==> src/rtl/button_switch_input_subsystem.sv <==
// Board switch and push-button capture for the processor load path.
// Every pad is synchronized and debounced. Button presses latch into sticky
// event bits, which are cleared by reading them. A saturating counter tracks
// the total number of presses. irq stays high while any event is pending.
module button_switch_input_subsystem #(
    parameter int NUM_BTN         = 5,
    parameter int NUM_SW          = 16,
    parameter int DEBOUNCE_CYCLES = 1000000,
    parameter int CNT_W           = 20
) (
    input  logic               clk,
    input  logic               reset,
    input  logic [NUM_BTN-1:0] btn,
    input  logic [NUM_SW-1:0]  sw,
    input  logic               rd_en,
    input  logic [1:0]         rd_sel,
    output logic [31:0]        rd_data,
    output logic               rd_valid,
    output logic               irq
);
    // Switches occupy the low bits and buttons the high bits of one
    // combined pad vector, so that a single debounce array serves both.
    localparam int NUM_IN = NUM_SW + NUM_BTN;
    localparam logic [CNT_W-1:0] CNT_LAST = CNT_W'(DEBOUNCE_CYCLES - 1);

    logic [NUM_IN-1:0]  pad_all;
    logic [NUM_IN-1:0]  sync1_q;
    logic [NUM_IN-1:0]  sync2_q;
    logic [NUM_IN-1:0]  stable_q;
    logic [NUM_IN-1:0]  stable_d;
    logic [NUM_SW-1:0]  stable_sw;
    logic [NUM_BTN-1:0] stable_btn;
    logic [NUM_BTN-1:0] btn_prev_q;
    logic [NUM_BTN-1:0] btn_rise;
    logic [NUM_BTN-1:0] event_q;
    logic [NUM_BTN-1:0] event_d;
    logic [NUM_BTN-1:0] ev_clear;
    logic [15:0]        press_count_q;
    logic [15:0]        press_count_d;
    logic [16:0]        rise_cnt;
    logic [16:0]        count_sum;
    logic [31:0]        rd_data_q;
    logic [31:0]        rd_data_d;
    logic               rd_valid_q;
    logic               irq_q;

    assign pad_all    = {btn, sw};
    assign stable_sw  = stable_q[NUM_SW-1:0];
    assign stable_btn = stable_q[NUM_IN-1:NUM_SW];

    // The two-flop synchronizer brings the asynchronous pads into the clk domain.
    always_ff @(posedge clk or negedge reset) begin
        if (!reset) begin
            sync1_q <= '0;
            sync2_q <= '0;
        end else begin
            sync1_q <= pad_all;
            sync2_q <= sync1_q;
        end
    end

    // Each bit has its own counter. The counter runs only while the
    // synchronized value differs from the accepted level. Any return to the
    // accepted level clears the counter, so short glitches are discarded.
    generate
        for (genvar gi = 0; gi < NUM_IN; gi++) begin : g_deb
            logic [CNT_W-1:0] cnt_q;
            logic [CNT_W-1:0] cnt_d;

            // Next counter value and next accepted level for this bit.
            always_comb begin
                cnt_d        = '0;
                stable_d[gi] = stable_q[gi];
                if (sync2_q[gi] != stable_q[gi]) begin
                    if (cnt_q == CNT_LAST) begin
                        stable_d[gi] = sync2_q[gi];
                    end else begin
                        cnt_d = cnt_q + CNT_W'(1);
                    end
                end
            end

            // Register that holds the debounce counter.
            always_ff @(posedge clk or negedge reset) begin
                if (!reset) begin
                    cnt_q <= '0;
                end else begin
                    cnt_q <= cnt_d;
                end
            end
        end
    endgenerate

    // A press is a 0->1 change of the accepted button level. It is seen one
    // cycle after that level changes.
    assign btn_rise = stable_btn & ~btn_prev_q;

    // Add the number of new presses to the count, saturating at 16'hFFFF.
    always_comb begin
        rise_cnt = '0;
        for (int i = 0; i < NUM_BTN; i++) begin
            rise_cnt = rise_cnt + 17'(btn_rise[i]);
        end
        count_sum     = 17'(press_count_q) + rise_cnt;
        press_count_d = count_sum[16] ? 16'hFFFF : count_sum[15:0];
    end

    // Read mux and clear-on-read. A new press beats the clear on the same edge.
    always_comb begin
        rd_data_d = rd_data_q;
        ev_clear  = '0;
        if (rd_en) begin
            case (rd_sel)
                2'd0: rd_data_d = 32'(stable_sw);
                2'd1: rd_data_d = 32'(stable_btn);
                2'd2: begin
                    rd_data_d = 32'(event_q);
                    ev_clear  = event_q;
                end
                default: rd_data_d = {16'b0, press_count_q};
            endcase
        end
        event_d = (event_q & ~ev_clear) | btn_rise;
    end

    // Registers for accepted levels, press tracking, read port and interrupt.
    always_ff @(posedge clk or negedge reset) begin
        if (!reset) begin
            stable_q      <= '0;
            btn_prev_q    <= '0;
            event_q       <= '0;
            press_count_q <= '0;
            rd_data_q     <= '0;
            rd_valid_q    <= 1'b0;
            irq_q         <= 1'b0;
        end else begin
            stable_q      <= stable_d;
            btn_prev_q    <= stable_btn;
            event_q       <= event_d;
            press_count_q <= press_count_d;
            rd_data_q     <= rd_data_d;
            rd_valid_q    <= rd_en;
            irq_q         <= |event_d;
        end
    end

    assign rd_data  = rd_data_q;
    assign rd_valid = rd_valid_q;
    assign irq      = irq_q;
endmodule

==> config.mk <==
export PLATFORM = sky130hd
export DESIGN_NAME = button_switch_input_subsystem
export DESIGN_NICKNAME = d
export VERILOG_FILES = /design/src/rtl/button_switch_input_subsystem.sv
export SDC_FILE = /design/constraint.sdc
export NUM_CORES = 1
export LEC_CHECK = 0
export BUFFER_PORTS_ARGS = -buffer_cell sky130_fd_sc_hd__buf_2
export CORE_MARGIN = 2
export CORE_UTILIZATION = 50
export CTS_CLUSTER_DIAMETER = 120
export DETAILED_ROUTE_END_ITERATION = 12
export PLACE_DENSITY = 0.65
export SLEW_MARGIN = 20
export SYNTH_ARGS = -nofsm -noshare
export SYNTH_HDL_FRONTEND = slang
export SYNTH_SLANG_ARGS = --single-unit
==> constraint.sdc <==
create_clock -name clk -period 7 [get_ports clk]
set_input_delay 0 -clock clk [delete_from_list [all_inputs] [get_ports clk]]
set_output_delay 0 -clock clk [all_outputs]
set_load 0.02 [all_outputs]
# After elaboration in Yosys (flattened, before gate mapping)
# Index checks and enable logic that the tools add are counted.
[totals]
reg_bits = 543
latch_bits = 0
mem_bits_rw = 0
romBits = 0
input_bits = 26
output_inout_bits = 34
memories = 0
[classes]
n_addsub = 26
n_mul = 0
n_div = 0
magnitude_cmp = 0
eq_ne = 44
shift = 0
muxes = 46
n_bitwise = 5
n_reduce_logical = 23
[op_table]
columns = ["op", "count"]
rows = [
  ["20-bit two-way mux", 42],
  ["20-bit by 1-bit adder with 20-bit output, second input constant", 21],
  ["20-bit equality test, second input constant", 21],
  ["16-bit case mux with 3 select lines", 1],
  ["2-bit AND reduction", 21],
  ["1-bit inequality test", 21],
  ["16-bit by 5-bit adder with 17-bit output", 1],
  ["16-bit two-way mux", 1],
  ["5-bit AND", 2],
  ["5-bit two-way mux", 2],
  ["5-bit NOT", 2],
  ["4-bit by 1-bit adder with 5-bit output", 1],
  ["5-bit OR", 1],
  ["5-bit OR reduction", 1],
  ["3-bit by 1-bit adder with 4-bit output", 1],
  ["2-bit by 1-bit adder with 3-bit output", 1],
  ["1-bit by 1-bit adder with 2-bit output", 1],
  ["2-bit by 1-bit equality test with 1-bit output, second input constant", 1],
  ["2-bit equality test, second input constant", 1],
  ["2-bit zero test", 1],
]

# Longest topological paths before layout
# Gate-level depths: netlist of the first run.
[depth]
word_depth = 8
depth_mapped = 11

# Worst setup path after synthesis of the first run
# Ideal clock, no wire load.
[synth_path]
path_type = "register to register"
start = "register btn_prev_q[3]"
end = "register press_count_q[10]"
setup_time_ns = 0.141
arrival_ns = 3.031
required_ns = 6.859
setup_slack_ns = 3.829
stages_incl_launch_ff = 12
n_path_buf = 1
synth_period_minus_slack_ns = 3.171
path_cell_list = "dfrtp_1 nand2b_1 fa_1 fa_1 inv_1 ha_1 fa_1 a21oi_1 or2_2 or3_1 clkbuf_1 o21ai_0"
[synth_via]
elab_chain_cells = 6
[synth_lines]
columns = ["element", "line", "rtl"]
rows = [
  ["from (decl)", "33", "logic [NUM_BTN-1:0] btn_prev_q;"],
  ["from (signal assigned)", "138", "btn_prev_q <= stable_btn;"],
  ["5-bit NOT", "96", "assign btn_rise = stable_btn & ~btn_prev_q;"],
  ["5-bit AND", "96", ""],
  ["3-bit by 1-bit adder with 4-bit output", "102", "rise_cnt = rise_cnt + 17'(btn_rise[i]);"],
  ["4-bit by 1-bit adder with 5-bit output", "102", ""],
  ["16-bit by 5-bit adder with 17-bit output", "104", "count_sum = 17'(press_count_q) + rise_cnt;"],
  ["16-bit two-way mux", "105", "press_count_d = count_sum[16] ? 16'hFFFF : count_sum[15:0];"],
  ["via press_count_d[10]", "39", "logic [15:0] press_count_d;"],
  ["to (signal assigned)", "140", "press_count_q <= press_count_d;"],
  ["to (decl)", "38", "logic [15:0] press_count_q;"],
]
# The timed path passes the listed nets, and every way through them passes these cells.
# A chain may end at the register's enable or synchronous reset.

# Final worst setup path of the first run
[layout_path]
start = "register btn_prev_q[3]"
end = "register press_count_q[7]"
# Same word-level chain as after synthesis.

==> results of run 1 <==
==> kinds of logic after synthesis <==
logic type               synth area share
flip-flops                          0.524
AO/OA/AOI/OAI                      0.0761
multiplexers                       0.0183
adder cells (fa/ha/maj)            0.0148
AND/OR/NAND/NOR                     0.244
XOR/XNOR                           0.0950
buffers and inverters              0.0276
other                            0.000149
==> path summary, 6_finish.rpt <==
kind / start / end / slack [ns] / cells after the start
max: btn_prev_q[3]$_DFF_PN0_ / press_count_q[7]$_DFF_PN0_ / 3.55 / 10
min: sw[14] / sync1_q[14]$_DFF_PN0_ / 0.05 / 2
max reg2reg: btn_prev_q[3]$_DFF_PN0_ / press_count_q[7]$_DFF_PN0_ / 3.55 / 10
min reg2reg: sync1_q[6]$_DFF_PN0_ / sync2_q[6]$_DFF_PN0_ / 0.34 / 0
max in group asynchronous: reset / stable_q[13]$_DFFE_PN0P_ / 5.43 / 3
min in group asynchronous: reset / g_deb[2].cnt_q[13]$_DFF_PN0_ / 0.07 / 2
==> power by group <==
part	switching (mW)	total (mW)	internal, mW
Clock	1.24	3.37	2.14
Combinational	0.160	0.225	0.0653
Sequential	0.0427	3.14	3.09
Total	1.44	6.73	5.29
==> cells in the final DEF, fill, tap and decap left out, types with 6 or more instances in the layout <==
| master | instances |
|---|---|
| or4_1 | 70 |
| clkbuf_16 | 59 |
| a21oi_1 | 145 |
| xor2_1 | 132 |
| buf_2 | 42 |
| nor2_1 | 312 |
| bufinv_16 | 12 |
| and2_1 | 24 |
| or3_1 | 68 |
| nor2b_1 | 6 |
| or4b_2 | 11 |
| mux2_2 | 30 |
| nor3_1 | 56 |
| clkinv_2 | 8 |
| o21ai_0 | 80 |
| nor4b_1 | 17 |
| nand2_1 | 143 |
| and3_1 | 49 |
| o31ai_1 | 48 |
| nor4_1 | 58 |
| clkbuf_1 | 6 |
| nand4b_1 | 10 |
| dfrtp_1 | 527 |
| conb_1 | 16 |
| xnor2_1 | 141 |
| nand2b_1 | 10 |
| clkbuf_8 | 15 |
| buf_4 | 18 |
| ha_1 | 25 |
| nand4_1 | 96 |
| o31ai_2 | 9 |
| and4_1 | 32 |
| inv_1 | 81 |
| a22oi_1 | 11 |
| dlygate4sd3_1 | 26 |
| nand3_1 | 169 |
==> sequential cells by signal (all words and copies together), names as in the netlist <==
signal and count:
sync1_q 21, irq 1, rd_data 16, event_q 5, g_deb.cnt_q 420, press_count_q 16, btn_prev_q 5, rd_valid 1
sync2_q 21, stable_q 21
==> per-stage QoR <==
step	hold slack (ns)	worst slack, ns	power (mW)
3_5_place_dp	0.109	3.56	3.41
4_1_cts	0.00117	3.55	6.84
5_1_grt	0.0306	3.30	7.00
2_1_floorplan	-0.296	3.83	3.30
6_report	0.0492	3.55	6.73
3_3_place_gp	0.108	3.60	3.40
==> final cells by class <==
type	count	share of cell area
well taps	672	0.0295
flip-flops and latches	527	0.463
repair buffers	88	0.0225
inverters	81	0.0107
multi-input cells	1823	0.399
clock inverters	26	0.0158
clock buffers	80	0.0598
diodes	1	0.0000878
==> repair_timing <==
item                      in CTS  in global routing
hold endpoints to repair     150                  0
hold buffers                  26                  0
resized for setup              0                  0
==> critical path, stage by stage, from the launching register on <==
cell and delay (ns):
dfrtp_1 0.36, nand2b_1 0.19, fa_1 0.52, fa_1 0.52, inv_1 0.05, ha_1 0.21
fa_1 0.42, a21oi_1 0.35, or2_2 0.21, or3_1 0.34, o21ai_0 0.15
==> routing by layer <==
| layer | GRT usage | part of all wire | up-vias |
|---|---|---|---|
| met5 | 0 | 0 | - |
| met2 | 0.313 | 0.47 | 202 |
| met1 | 0.269 | 0.47 | 9034 |
| li1 | - | - | 9094 |
| met3 | 0.0303 | 0.035 | 71 |
| met4 | 0.0578 | 0.022 | 0 |
==> run metrics, run 1 <==
core area=0.0500 mm^2; HPWL after detailed placement=32.7 mm; initial DRC count=1050; PD cells=236 mW/mm^2; final worst path period share=0.493; Yosys top cell area share=0.524; Final Hold Viols=0; CP endpoint kind=flip-flop; CP Class=flip-flop to flip-flop; # Post-CTS Setup Buffers=0; peak supply drop=0.000174 V; worst-margin pin slew=1.06 ns; CTS Buf Count=57; final net count=2632; Cells after Synth=2499; Root Buffer=clkbuf_16; largest net degree at the start of global routing=173; later-pin clock latency in the skew report=0.60 ns; Final min period=3.45 ns; Yosys Warn Count=0; Synth Register Bits=527; routed wire length=49.4 mm; vias in the first global route=18200; Filler cells=4347; Routed WL per cell=15.0 um; # DRC=0; Die X=228 um; IO buf count=43; GRT overflow=0; Setup Skew=0.0112 ns; count leader, synth=dfrtp_1; Area Growth Syn to Fin=13.2%; RSZ-0062 raised after global routing=false; Top FF cell, synth=dfrtp_1; Finished Layout Cells=3298; I/O pin cnt=60; # setup viols final=0; asr flop ratio synth=1.00; clk buf depth=3; synth unique cells=54; post-synth top area cell=dfrtp_1; Die Y=228 um; Leakage Power=11.8 nW; Crit Path Max Fanout=12; Relative slew margins=0.291; TNS Setup=0 ns; outcome=complete, no violations; layout cells sized above 1=0.0899; Worst Setup Start Kind=flip-flop; Slew Limit Fails=0; first-pass iteration count of the detailed router=5; post-route ant nets=0; CP Data Required Time=7.45 ns; Placer Congestion=0.814; Initial Utilization=0.504; CTS tree=done; Area contributors post-synth=dfrtp_1 (52%), xnor2_1 (4.9%), nor2_1 (4.7%); row cnt=82; DP Cell Count=3165; area occupied by multi-input gates=0.0114 mm^2; Fmax=290 MHz; CTS Sinks=527; via/cell ratio=5.58; GRT Total Usage=0.193; dpl cell area=0.0261 mm^2; routed vias=18400; Max H-tree Level=2; global-route wire length before repair=86.5 mm; initial antenna violation count=0; number of max-cap violations=0; Avg Inst Size Synth=10.1 um^2; sequential share of the synthesized area=0.524; top post-synthesis cells by count=dfrtp_1 (527), nor2_1 (312), nand3_1 (169); design area=0.0285 mm^2; class of the worst hold path=input port to flip-flop; EDFF count, synth=0; Critical Path AT=3.90 ns; Clock transition at path regs=0.06 ns; Synth Cell Area=0.0252 mm^2; die area=0.0521 mm^2; final core occ=0.570; FF/Latch Area=0.0132 mm^2
Note: power is estimated with default switching activity, not from simulation.
==> run 2, diff against run 1 <==
--- a/config.mk
+++ b/config.mk
@@ -5,6 +5,7 @@
 export SDC_FILE = /design/constraint.sdc
 export NUM_CORES = 1
 export LEC_CHECK = 0
+export ABC_AREA = 1
 export BUFFER_PORTS_ARGS = -buffer_cell sky130_fd_sc_hd__buf_2
 export CORE_MARGIN = 2
 export CORE_UTILIZATION = 50
==> constraint.sdc (replaced) <==
create_clock -name clk -period 3.6 [get_ports clk]
set_input_delay 0 -clock clk [delete_from_list [all_inputs] [get_ports clk]]
set_output_delay 0 -clock clk [all_outputs]
set_load 0.02 [all_outputs]
==> run metrics, run 2 <==
I/O pin cnt=60 (unchanged); peak supply drop=0.000368 V (+110%); IO buf count=43 (unchanged); routed wire length=57.0 mm (+15%); RSZ-0062 raised after global routing=false; Top FF cell, synth=dfrtp_1; largest net degree at the start of global routing=85 (-51%); Crit Path Max Fanout=6 (-6); Final Hold Viols=1 (+1); number of diodes=0 (-1); Area contributors post-synth=dfrtp_1 (47%), nor2_1 (11%), nand2_1 (9.5%); count leader, synth=nor2_1; post-CTS sizing=0 (unchanged); via/cell ratio=4.90 (-12%); final net count=3755 (+43%); later-pin clock latency in the skew report=0.61 ns (about the same); Yosys top cell area share=0.475 (-0.0490); core area=0.0550 mm^2 (+10%); CP top delay family=adder cells; PD cells=399 mW/mm^2 (+69%); met2 wire len=26.0 mm (+12%); reg2reg setup slack=0.29 ns (-3.26 ns); Reg with most FFs=g_deb.cnt_q; violated checks=hold timing; Final min period=3.31 ns (-0.140 ns); design area=0.0313 mm^2 (+10%); wire length on met3=1.72 mm (+0.23%); Max H-tree Level=2 (unchanged); number of max-cap violations=0 (unchanged); vias in the first global route=21100 (+16%); initial DRC count=1274 (+21%); reg2reg path depth=13 (+3); Worst Setup Start Kind=flip-flop; GRT Total Usage=0.207 (+0.0138); r2r endpoint=press_count_q[14]$_DFF_PN0_; Cells after Synth=3555 (+42%); Avg Inst Size Synth=7.81 um^2 (-22%); dpl cell area=0.0290 mm^2 (+11%); commonest cells after routing, fill and taps aside=nor2_1 (777), nand2_1 (704), dfrtp_1 (527); TNS Setup=0 ns (unchanged); layout cells sized above 1=0.0816 (-0.00826); CP Data Required Time=4.08 ns (-3.37 ns); EDFF count, synth=0 (unchanged); max reg flops=420 (unchanged); commonest non-fill, non-tap cell in the layout=nor2_1; CP max stage delay=0.51 ns (about the same); Die Y=240 um (+4.9%); Met1 Wirelength=28.1 mm (+20%); synth unique cells=46 (-15%); routed vias=22000 (+20%); Yosys Warn Count=0 (unchanged); Slew Limit Fails=0 (unchanged); post-synth top area cell=dfrtp_1; Hold Worst Slack=-0.00233 ns (-0.0515 ns); Synth Register Bits=527 (unchanged); Relative slew margins=0.385 (+0.0943); die area=0.0574 mm^2 (+10%); GRT overflow=0 (unchanged); final worst path period share=0.920 (+0.427); global-route wire length before repair=99.8 mm (+15%); worst-margin pin slew=0.921 ns (-0.139 ns); CTS tree=done; CP endpoint kind=flip-flop; Die X=240 um (+4.9%); Placer Congestion=0.860 (+5.6%); FF-to-FF Start=stable_q[17]$_DFFE_PN0P_; top post-synthesis cells by count=nor2_1 (778), nand2_1 (704), dfrtp_1 (527); total power=12.5 mW (+86%); Area Growth Syn to Fin=12.9%; area occupied by multi-input gates=0.0128 mm^2 (+13%); DP Cell Count=4348 (+37%); Cell Chain, Critical Path=inv_1, or2_2, fa_1, fa_1, inv_1, ha_1, fa_1, nand2_1, nand2_1, nand4_4, inv_1, nand3_1, nand3_1; initial antenna violation count=0 (unchanged); HPWL after detailed placement=41.0 mm (+26%); Fmax=302 MHz (+4.2%); row cnt=86 (+4.9%); Critical Path AT=3.80 ns (-0.10 ns); FF/Latch Area=0.0132 mm^2 (unchanged); asr flop ratio synth=1.00 (unchanged); sequential share of the synthesized area=0.475 (-0.0490); outcome=finished, violations left; Setup Skew=0.0154 ns (+0.00419 ns); Initial Utilization=0.505 (+0.00123); Synth Cell Area=0.0278 mm^2 (+10%); Finished Layout Cells=4496 (+36%); # setup viols final=0 (unchanged); Root Buffer=clkbuf_16; class of the worst hold path=input port to async pin; CTS Buf Count=57 (unchanged); Bufs and invs on worst path=3 (+2); clk buf depth=3 (unchanged); Leakage Power=13.9 nW (+18%); final core occ=0.570 (about the same); Clock transition at path regs=0.06 ns (about the same); # DRC=0 (unchanged); max layer used=met4; Critical-path top delay cell=fa_1; CP Class=flip-flop to flip-flop; CTS Sinks=527 (unchanged); Filler cells=5144 (+18%); post-route ant nets=0 (unchanged); Routed WL per cell=12.7 um (-15%); first-pass iteration count of the detailed router=7 (+2)
run 2: cell types whose count changed in the layout (fill, tap and decap cells not counted), moves of 68 or more:
cell	delta
nand2_1	+561
nor2_1	+465
or3_1	-68
or4_1	-70
nand3_1	+197
inv_1	+348
xnor2_1	-97
run 2: how the worst max path moves through the flow:
| stage | depth (start not counted) | start | to | slack [ns] |
|---|---|---|---|---|
| floorplan | 13 | stable_q[17]$_DFFE_PN0P_ | press_count_q[14]$_DFF_PN0_ | 0.55 |
| global placement | 13 | stable_q[17]$_DFFE_PN0P_ | press_count_q[9]$_DFF_PN0_ | 0.34 |
| detailed placement | 13 | stable_q[17]$_DFFE_PN0P_ | press_count_q[9]$_DFF_PN0_ | 0.29 |
| CTS | 13 | stable_q[17]$_DFFE_PN0P_ | press_count_q[14]$_DFF_PN0_ | 0.27 |
| global route | 13 | stable_q[17]$_DFFE_PN0P_ | press_count_q[13]$_DFF_PN0_ | 0.03 |
| finish | 13 | stable_q[17]$_DFFE_PN0P_ | press_count_q[14]$_DFF_PN0_ | 0.29 |
run 2: per-stage QoR:
stage / hold WS (ns) / setup slack (ns)
2_1_floorplan: -0.296 / 0.551
3_3_place_gp: 0.0642 / 0.339
3_5_place_dp: 0.0679 / 0.286
4_1_cts: 0.00128 / 0.274
5_1_grt: 0.0200 / 0.0261
6_report: -0.00233 / 0.288
run 2: area by class of cell:
| cell class | count | share of cell area |
|---|---|---|
| Sequential cell | 527 | 0.421 |
| Multi-Input combinational cell | 2577 | 0.409 |
| Clock buffer | 83 | 0.0532 |
| Inverter | 442 | 0.0529 |
| Timing Repair Buffer | 96 | 0.0264 |
| Tap cell | 748 | 0.0299 |
| Clock inverter | 23 | 0.00778 |
run 2: layer usage:
layer / global-route usage / vias up
met5: 0 / -
met4: 0.0530 / 0
met3: 0.0244 / 84
met2: 0.338 / 253
met1: 0.293 / 10200
li1: - / 11500
run 2: power breakdown:
part | internal [mW] | leakage (nW) | switching, mW | total, mW
Combinational | 0.162 | 5.76 | 0.353 | 0.516
Sequential | 6.02 | 7.19 | 0.0699 | 6.09
Clock | 3.49 | 0.933 | 2.41 | 5.90
Total | 9.68 | 13.9 | 2.83 | 12.5
run 2: logic make-up (layout without fill, tap and decap cells):
family,Yosys count,count (layout),share of synthesized area
simple gates,2147,2147,0.343
flops,527,527,0.475
buf+inv,466,644,0.0654
xor+xnor,200,200,0.0675
compound gates,186,186,0.0356
fa+ha+maj,28,28,0.0134
other cells,1,16,0.000135
run 2: repair_timing:
action,CTS,global route
setup endpoints to repair,0,0
setup buffers,0,0
endpoints found under the hold margin,381,0
hold buffers,42,0
run 2: worst register-to-register path, stage by stage, from the launching register on:
cell	delay, ns
dfrtp_1	0.44
inv_1	0.08
or2_2	0.30
fa_1	0.46
fa_1	0.51
inv_1	0.04
ha_1	0.19
fa_1	0.39
nand2_1	0.10
nand2_1	0.15
nand4_4	0.17
inv_1	0.07
nand3_1	0.18
nand3_1	0.10
==> run 3, diff against run 2 <==
--- a/config.mk
+++ b/config.mk
@@ -5,7 +5,6 @@
 export SDC_FILE = /design/constraint.sdc
 export NUM_CORES = 1
 export LEC_CHECK = 0
-export ABC_AREA = 1
 export BUFFER_PORTS_ARGS = -buffer_cell sky130_fd_sc_hd__buf_2
 export CORE_MARGIN = 2
 export CORE_UTILIZATION = 50
==> run metrics, run 3 (synthesis results as in run 1) <==
outcome=complete, no violations; Finished Layout Cells=3296 (-27%); commonest non-fill, non-tap cell in the layout=dfrtp_1; row cnt=82 (-4.7%); CP startpoint=stable_q[16]$_DFFE_PN0P_; Worst Setup Start Kind=flip-flop; number of max-cap violations=0 (unchanged); max reg flops=420 (unchanged); class of the worst hold path=input port to flip-flop; CP dominant cell by count=fa_1; Hold Worst Slack=0.0409 ns (+0.0432 ns); peak supply drop=0.000388 V (+5.2%); GRT Total Usage=0.194 (-0.0131); Die X=228 um (-4.7%); TNS Setup=0 ns (unchanged); Cell Chain, Critical Path=nand2b_1, fa_1, fa_1, inv_1, ha_1, fa_1, a21oi_1, or2_2, o21ai_0, mux2_2; worst-margin pin slew=0.980 ns (+0.0595 ns); layout cells sized above 1=0.0880 (+0.00639); Routed WL per cell=15.0 um (+18%); I/O pin cnt=60 (unchanged); DP Cell Count=3170 (-27%); CTS Buf Count=56 (-1.8%); HPWL after detailed placement=33.2 mm (-19%); initial antenna violation count=0 (unchanged); GRT overflow=0 (unchanged); Leakage Power=11.6 nW (-16%); post-route ant nets=0 (unchanged); later-pin clock latency in the skew report=0.60 ns (about the same); routed wire length=49.4 mm (-13%); Slew Limit Fails=0 (unchanged); via/cell ratio=5.61 (+14%); Area Growth Syn to Fin=12.2%; Root Buffer=clkbuf_16; Max H-tree Level=2 (unchanged); IO buf count=43 (unchanged); Reg with most FFs=g_deb.cnt_q; CTS Sinks=527 (unchanged); Setup crit end=press_count_q[13]$_DFF_PN0_; Crit Path Max Fanout=5 (-1); die area=0.0521 mm^2 (-9.2%); reg2reg path depth=10 (-3); CP max stage delay=0.51 ns (about the same); Critical Path AT=3.83 ns (+0.03 ns); commonest cells after routing, fill and taps aside=dfrtp_1 (527), nor2_1 (312), nand3_1 (169); number of diodes=0 (unchanged); initial DRC count=1213 (-4.8%); # DRC=0 (unchanged); global-route wire length before repair=86.6 mm (-13%); Clock transition at path regs=0.07 ns (about the same); Setup Skew=0.0184 ns (+0.00297 ns); reg2reg setup slack=0.24 ns (-0.05 ns); core area=0.0500 mm^2 (-9.1%); Final min period=3.36 ns (+0.0478 ns); Filler cells=4351 (-15%); Final Hold Viols=0 (-1); Relative slew margins=0.344 (-0.0414); # setup viols final=0 (unchanged); CP Data Required Time=4.07 ns (about the same); largest net degree at the start of global routing=110 (+29%); routed vias=18500 (-16%); RSZ-0062 raised after global routing=false; first-pass iteration count of the detailed router=5 (-2); CP endpoint kind=flip-flop; PD cells=436 mW/mm^2 (+9.4%); final worst path period share=0.933 (+0.0133); CTS tree=done; final net count=2635 (-30%); FF-to-FF Start=stable_q[16]$_DFFE_PN0P_; Die Y=228 um (-4.7%); Placer Congestion=0.828 (-3.7%); vias in the first global route=18200 (-14%); Initial Utilization=0.504 (-0.00123); clk buf depth=3 (unchanged); CP Class=flip-flop to flip-flop; Critical-path top delay cell=fa_1; Fmax=298 MHz (-1.4%); # Post-CTS Setup Buffers=0 (unchanged); r2r endpoint=press_count_q[13]$_DFF_PN0_
-- run 3: cell count changes in the layout (fill, tap and decap cells not counted), sizes merged, moves of 53 or more --
cell / before / now
inv: 442 / 83
nand2: 732 / 143
nand3: 394 / 171
nor2: 838 / 312
nor4: 5 / 58
o31ai: 0 / 62
or3: 0 / 68
or4: 0 / 71
xnor2: 51 / 141
-- run 3: through the flow --
stage,power [mW],area [um^2],utilization,setup WS [ns]
after global placement,6.63,26100,0.523,0.190
after detailed placement,6.64,26100,0.523,0.184
final,12.3,28200,0.565,0.240
after CTS,12.5,28200,0.565,0.147
after floorplan,6.42,25200,-,0.429
after global routing,12.8,28200,0.565,0.0124
-- run 3: area by class of cell --
type                            count  area (um^2)  area share
Sequential cell                   527        13200       0.467
Clock buffer                       74         1540      0.0545
Timing Repair Buffer               92          693      0.0245
Inverter                           81          304      0.0108
Multi-Input combinational cell   1823        11400       0.403
Tap cell                          672          841      0.0298
Clock inverter                     27          303      0.0107
-- run 3: worst min path at each step --
stage | from | end | slack [ns] | cells after the start
floorplan | reset | btn_prev_q[0]$_DFF_PN0_ | -0.30 | 0
global placement | sw[7] | sync1_q[7]$_DFF_PN0_ | 0.11 | 1
detailed placement | sw[15] | sync1_q[15]$_DFF_PN0_ | 0.11 | 1
CTS | btn[0] | sync1_q[16]$_DFF_PN0_ | 0.0002 | 2
global route | sw[6] | sync1_q[6]$_DFF_PN0_ | 0.02 | 2
finish | sw[7] | sync1_q[7]$_DFF_PN0_ | 0.04 | 2
-- run 3: critical path, delay by kind of cell (launching register included) --
kind | cells | cell delay (ns)
fa+ha+maj | 4 | 1.62
simple gates | 2 | 0.37
flops | 1 | 0.43
compound gates | 2 | 0.46
mux | 1 | 0.31
buf+inv | 1 | 0.04
-- run 3: layer usage --
layer	vias to the layer above	track usage	share of wire
li1	9074	-	-
met1	9105	0.267	0.47
met2	242	0.320	0.48
met3	59	0.0312	0.038
met4	0	0.0509	0.017
met5	-	0	0
-- run 3: timing repair --
item | 4_1_cts | 5_1_grt
resized for setup | 0 | 1
hold buffers | 25 | 0
hold endpoints to repair | 143 | 0
endpoints found under the setup margin | 0 | 12
-- run 3: power breakdown --
part	switching (mW)	internal [mW]	leakage, nW	total (mW)
Sequential	0.0846	6.02	7.20	6.10
Combinational	0.309	0.132	3.54	0.441
Clock	2.36	3.43	0.906	5.78
Total	2.75	9.58	11.6	12.3
